--- config.mk ---
export PLATFORM = sky130hd
export DESIGN_NAME = co_tick_timer
export DESIGN_NICKNAME = d
export VERILOG_FILES = /design/src/rtl/co_tick_timer_pkg.sv /design/src/rtl/co_tick_timer.sv
export SDC_FILE = /design/constraint.sdc
export NUM_CORES = 1
export LEC_CHECK = 0
export CAP_MARGIN = 20
export CORE_AREA = 3 3 48 67
export DETAILED_ROUTE_END_ITERATION = 10
export DIE_AREA = 0 0 51 70
export GPL_ROUTABILITY_DRIVEN = 0
export PLACE_DENSITY = 0.83
export SETUP_SLACK_MARGIN = 0.3
export SLEW_MARGIN = 10
export SYNTH_ARGS = -nofsm -noshare
export SYNTH_HDL_FRONTEND = slang
export SYNTH_SLANG_ARGS = --single-unit
--- constraint.sdc ---
create_clock -name clk -period 1.8 [get_ports clk]
set_input_delay 0.36 -clock clk [delete_from_list [all_inputs] [get_ports clk]]
set_output_delay 0.36 -clock clk [all_outputs]
set_load 0.01 [all_outputs]
--- src/rtl/co_tick_timer_pkg.sv ---
// Shared types for the counter family: state encoding of the co tick timer FSM.
package co_tick_timer_pkg;

    typedef enum logic [1:0] {
        StIdle  = 2'd0,
        StCount = 2'd1,
        StHold  = 2'd2
    } tick_state_e;

endpackage

--- src/rtl/co_tick_timer.sv ---
// Collects a programmed number of carry-out ticks from an upstream counter and
// holds a completion flag until the consumer acknowledges it.
module co_tick_timer
    import co_tick_timer_pkg::*;
#(
    parameter int unsigned W = 8
) (
    input  logic         clk,
    input  logic         rst,
    input  logic         co,
    input  logic         start,
    input  logic [W-1:0] limit,
    input  logic         ack,
    output logic         cnt_en,
    output logic         busy,
    output logic         done,
    output logic [W-1:0] tick_cnt,
    output logic         overrun
);

    tick_state_e  state;
    logic [W-1:0] limit_q;
    logic [W-1:0] tick_cnt_inc;

    // Modular compare makes limit=0 complete on the wrap to 0, i.e. after 2^W ticks.
    assign tick_cnt_inc = tick_cnt + W'(1);

    always_ff @(posedge clk or negedge rst) begin
        if (!rst) begin
            state    <= StIdle;
            limit_q  <= '0;
            tick_cnt <= '0;
            overrun  <= 1'b0;
        end else begin
            unique case (state)
                StIdle: begin
                    if (start) begin
                        limit_q  <= limit;
                        tick_cnt <= '0;
                        overrun  <= 1'b0;
                        state    <= StCount;
                    end
                end
                StCount: begin
                    if (co) begin
                        tick_cnt <= tick_cnt_inc;
                        if (tick_cnt_inc == limit_q) begin
                            state <= StHold;
                        end
                    end
                end
                StHold: begin
                    if (co) begin
                        overrun <= 1'b1;
                    end
                    if (ack) begin
                        state <= StIdle;
                    end
                end
                default: state <= StIdle;
            endcase
        end
    end

    // Pure decodes of the state register; no input reaches these outputs.
    assign cnt_en = (state == StCount);
    assign busy   = (state == StCount) || (state == StHold);
    assign done   = (state == StHold);

endmodule

# Yosys cells after proc, flatten, opt, wreduce, memory -nomap -nowiden
# Cells that the tools add are included.
# word_totals
register_bits	19
latch_bits	0
ram_bits	0
romBits	0
input_bits	13
output_inout_bits	12
elab_cells	32
mem_count	0
# op_classes
add_sub_neg	1
mul	0
div_mod_pow	0
n_lt_le_gt_ge	0
n_eq_ne	8
shift	0
muxes	11
bitwise_logic	0
n_reduce_logical	8
# ops
op	n
8-bit two-way mux	2
8-bit case mux with 2 select lines	1
8-bit by 1-bit adder with 8-bit output (second input constant)	1
8-bit == test	1
2-bit two-way mux	4
2-bit != test (second input constant)	4
2-bit case mux with 3 select lines	1
3-bit AND reduction	2
4-bit AND reduction	1
2-bit nonzero test	2
2-bit by 1-bit == test with 1-bit output (second input constant)	1
2-bit == test (second input constant)	1
2-bit zero test	1
1-bit two-way mux	2
2-bit by 1-bit != test with 1-bit output (second input constant)	1
1-bit case mux with 2 select lines	1
2-bit AND reduction	1
1-bit logical OR	1

# Depth between registers and ports, before layout
# depth
word_depth	5
mapped_depth	8
depth_no_buf	8

# Worst setup path before layout
# Ideal clock, no wire load.
# synth_timing
kind	register -> register
startpoint	reg tick_cnt[0]
endpoint	reg state[0]
setup_time_ps	87
arrival_time_ps	2004
t_required_ps	1713
path_slack_ps	-291
path_stages_with_launch	8
path_buffers	0
synth_period_minus_slack_ps	2091
cell_sequence	dfrtp_1 > ha_1 > xor2_1 > nor4_2 > nand3_1 > nor4_2 > mux2_1 > o211ai_1
# synth_via
elab_chain_len	4
# synth_rtl
element	line_no	text
start, declared	co_tick_timer.sv:17	output logic [W-1:0] tick_cnt,
start signal, assigned	co_tick_timer.sv:46	tick_cnt <= tick_cnt_inc;
8-bit by 1-bit adder with 8-bit output	co_tick_timer.sv:26	assign tick_cnt_inc = tick_cnt + W'(1);
8-bit == test	co_tick_timer.sv:47	if (tick_cnt_inc == limit_q) begin
2-bit by 1-bit != test with 1-bit output (no source line)	n/a	
4-bit AND reduction (no source line)	n/a	
end signal, assigned	co_tick_timer.sv:30	state <= StIdle;
end signal, assigned	co_tick_timer.sv:48	state <= StHold;
end signal, assigned	co_tick_timer.sv:57	state <= StIdle;
end, declared	co_tick_timer.sv:21	tick_state_e state;
# Every way passes these cells.
# A chain may end at the register's enable or synchronous reset.

# Worst setup path in the final report
# layout_timing
startpoint	reg state[1]
endpoint	reg state[0]
# layout_via
elab_chain_len	3
word_cells_on_any_way	9
cone_classes	eq/ne (6); mux (1); reduce/logical (2)
# layout_rtl
element	line_no	text
start signal, assigned	co_tick_timer.sv:30	
start signal, assigned	co_tick_timer.sv:41	state <= StCount;
start signal, assigned	co_tick_timer.sv:48	
2-bit by 1-bit == test with 1-bit output (tied with other cells)	co_tick_timer.sv:35	unique case (state)
2-bit by 1-bit != test with 1-bit output (no source line) or 2-bit != test (tied branches)	n/a	
4-bit AND reduction (no source line)	n/a	
# Several ways; a longest one is shown, not always the timed one.

==> impl_metrics.tcl <==
set metrics [dict create \
    overflow 0 \
    p_clk_frac 0.078 \
    reg2regPathDepth 8 \
    post_dp_cell_area_um2 1640 \
    finalSetupViolCount 2 \
    mostFrequentLayoutCell "buf_4" \
    power_uw 2740 \
    diodes 0 \
    cp_max_fo 3 \
    status "finished with violations" \
    drtIter0Drc 31 \
    synth-adder-area-share 0.0424 \
    crit_required_ps 2020 \
    synth-compound-area-share 0.136 \
    combPwrFrac 0.633 \
    fin_ws_ps -197 \
    final_cell_mix "buf_4 (25), buf_6 (16), dfrtp_1 (14), clkdlybuf4s50_1 (12), mux2_2 (9)" \
    slew_headroom 0.792 \
    dp.cells 191 \
    cp-start-kind "flip-flop" \
    syn-instance-count 116 \
    final_cells 214 \
    rrSetupSlack_ps -200 \
    timing.final.crit_share 1.11 \
    hold_viol 0 \
    synth_xor_area_frac 0.0891 \
    firstDrtPassIters 4 \
    rsz0062_at_grt "true" \
    r2r-end "state[0]" \
    cts_buffers 3 \
    grt_max_degree 20 \
    ir_drop_v 0.000881 \
    syn_area_um2 1180 \
    cts.sinks 19 \
    slew_viol_final 0 \
    synth.distinct_cells 36 \
    p_switching_uw 1100 \
    powerDensity_nw_per_um2 1400 \
    fp.dieW_um 51 \
    synth-warning-count 0 \
    drive_gt1_frac 0.489 \
    initial_core_util 0.442 \
    cp_data_arrival_time_ps 2220 \
    worst_slew_pin_slew_ps 312 \
    numPortBuffers 24 \
    vias_per_cell 5.48 \
    hpwl_um 2230 \
    io_pins 25 \
    r2r-start "state[1]" \
    grt_pass1_vias 1208 \
    antenna_found_initial 0 \
    wl_per_cell_um 16.8 \
    clk_pin_slew_ps 110 \
    area_growth_pct 66.0 \
    h-tree-depth 1 \
    cts_tree "built" \
    syn_nets 133 \
    grt_pass1_wl_um 5310 \
    cts_root_buf "clkbuf_4" \
    nNetsFinal 196 \
    vias 1172 \
    synth_top_family_by_area "simple AND/OR/NAND/NOR gates" \
    die_area_um2 3570 \
    cp-end-kind "flip-flop" \
    p_seq_frac 0.289 \
    timing.fmax_mhz 501 \
    synth-simple-area-share 0.180 \
    totalWireLength_um 3600 \
    postSynthAreaPerCell_um2 10.2 \
    clock_latency_ps 290 \
    cap_violations 0 \
    synth.mux.area_fraction 0.112 \
    grtUsageTotal 0.191 \
    p_sw_frac 0.400 \
    worst-setup-path-type "reg -> reg" \
    ant_nets 0 \
    row_count 22 \
    die_h_um 70 \
    static-leakage-power_uw 0.000854 \
    violations "negative setup slack" \
    fill_cells 167 \
    min_path_type "in -> async" \
    core-area_um2 2670 \
    ys_seq_area_frac 0.403 \
    synth-seq-cells 19 \
    cts_buffer_depth 2 \
    min_period_ps 2000 \
    cts_hold_buf 0 \
    design_area_um2 1960 \
    intPower_uw 1640 \
    drcViolationCount 0 \
    fin_skew_ps 6.16 \
]
==> routing by layer <==
metal	up-vias	wire [µm]	global-route usage
met4	0	117	0.0868
li1	543	-	-
met3	14	149	0.0235
met5	-	0	0
met2	46	1970	0.349
met1	569	1370	0.212
==> worst max-delay path: stages (launching register included) <==
cell      delay, ps
dfrtp_1         450
buf_6           140
ha_4            150
nor2b_4         120
nor4_2          260
nand3_1         170
nor4_4          190
mux2_1          350
o211ai_1         90
==> power by group through the flow <==
stage / Combinational [µW] / Clock, µW / Sequential [µW]
2_1_floorplan: 880 / 0 / 767
3_3_place_gp: 1310 / 0 / 791
3_5_place_dp: 1350 / 0 / 801
4_1_cts: 1520 / 221 / 779
5_1_grt: 1860 / 237 / 818
6_report: 1730 / 213 / 793
==> state kept, by name (all words and copies together) (netlist names) <==
name and flops:
state 2, overrun 1, limit_q 8, tick_cnt 8
==> Yosys cell counts (all sizes together) <==
| cell type | n | share of area |
|---|---|---|
| o21ai | 4 | 0.017 |
| nand2b | 2 | 0.011 |
| o211ai | 1 | 0.0064 |
| dfrtp | 19 | 0.40 |
| xnor2 | 8 | 0.059 |
| nand2 | 11 | 0.035 |
| nand4 | 1 | 0.0053 |
| nor3 | 5 | 0.021 |
| a31o | 1 | 0.0074 |
| nand4bb | 1 | 0.0095 |
| clkbuf | 2 | 0.0064 |
| mux2 | 10 | 0.095 |
| o21a | 1 | 0.0064 |
| ha | 4 | 0.042 |
| xor2 | 4 | 0.030 |
| nor2 | 6 | 0.019 |
| a32o | 1 | 0.0085 |
| o221ai | 2 | 0.015 |
| a21o | 1 | 0.0064 |
| a22o | 5 | 0.037 |
| a21oi | 4 | 0.017 |
| o2111ai | 1 | 0.0074 |
| nor2b | 2 | 0.017 |
| and3 | 1 | 0.0053 |
| nand3 | 6 | 0.030 |
| o41ai | 1 | 0.0074 |
| nor4 | 2 | 0.021 |
| inv | 4 | 0.013 |
| buf | 3 | 0.018 |
| mux2i | 2 | 0.017 |
| nand3b | 1 | 0.0064 |
==> what timing repair did <==
item / 4_1_cts / 5_1_grt
endpoints found under the setup margin: 30 / 23
pin swaps: 3 / 14
resized for setup: 44 / 26
setup buffers: 11 / 8
==> logic make-up after synthesis <==
logic type	count (synthesis)
buffers and inverters	9
and+or+nand+nor	38
muxes	12
adders and majority gates	4
xor gates and xnor gates	12
AOI/OAI and AO/OA	22
DFF	19
==> stage by stage <==
step           setup TNS, ps   util  setup slack [ps]  hold slack, ps
2_1_floorplan              0      -              12.6            64.4
3_3_place_gp            -535  0.616              -276             511
3_5_place_dp            -760  0.616              -346             516
4_1_cts                 -129  0.678              -129             384
5_1_grt                 -591  0.733              -327             411
6_report                -307  0.733              -197             380
==> final cells by class <==
type / instances / area, µm² / share of cell area
repair buffers: 63 / 573 / 0.293
inverters: 4 / 15.0 / 0.00767
multi-input cells: 88 / 817 / 0.417
well taps: 36 / 45.0 / 0.0230
clock buffers: 4 / 26.3 / 0.0134
flip-flops and latches: 19 / 482 / 0.246
==> worst max-delay path by stage <==
stage	from	to	slack, ps	cells past startpoint
final	state[1]	state[0]	-200	8
after CTS	state[1]	state[0]	-130	8
after global placement	start	state[0]	-280	7
after detailed placement	start	state[0]	-350	7
after floorplan	state[1]	state[0]	10	8
after global routing	state[1]	state[0]	-330	8
(Power assumes the default switching activity.)
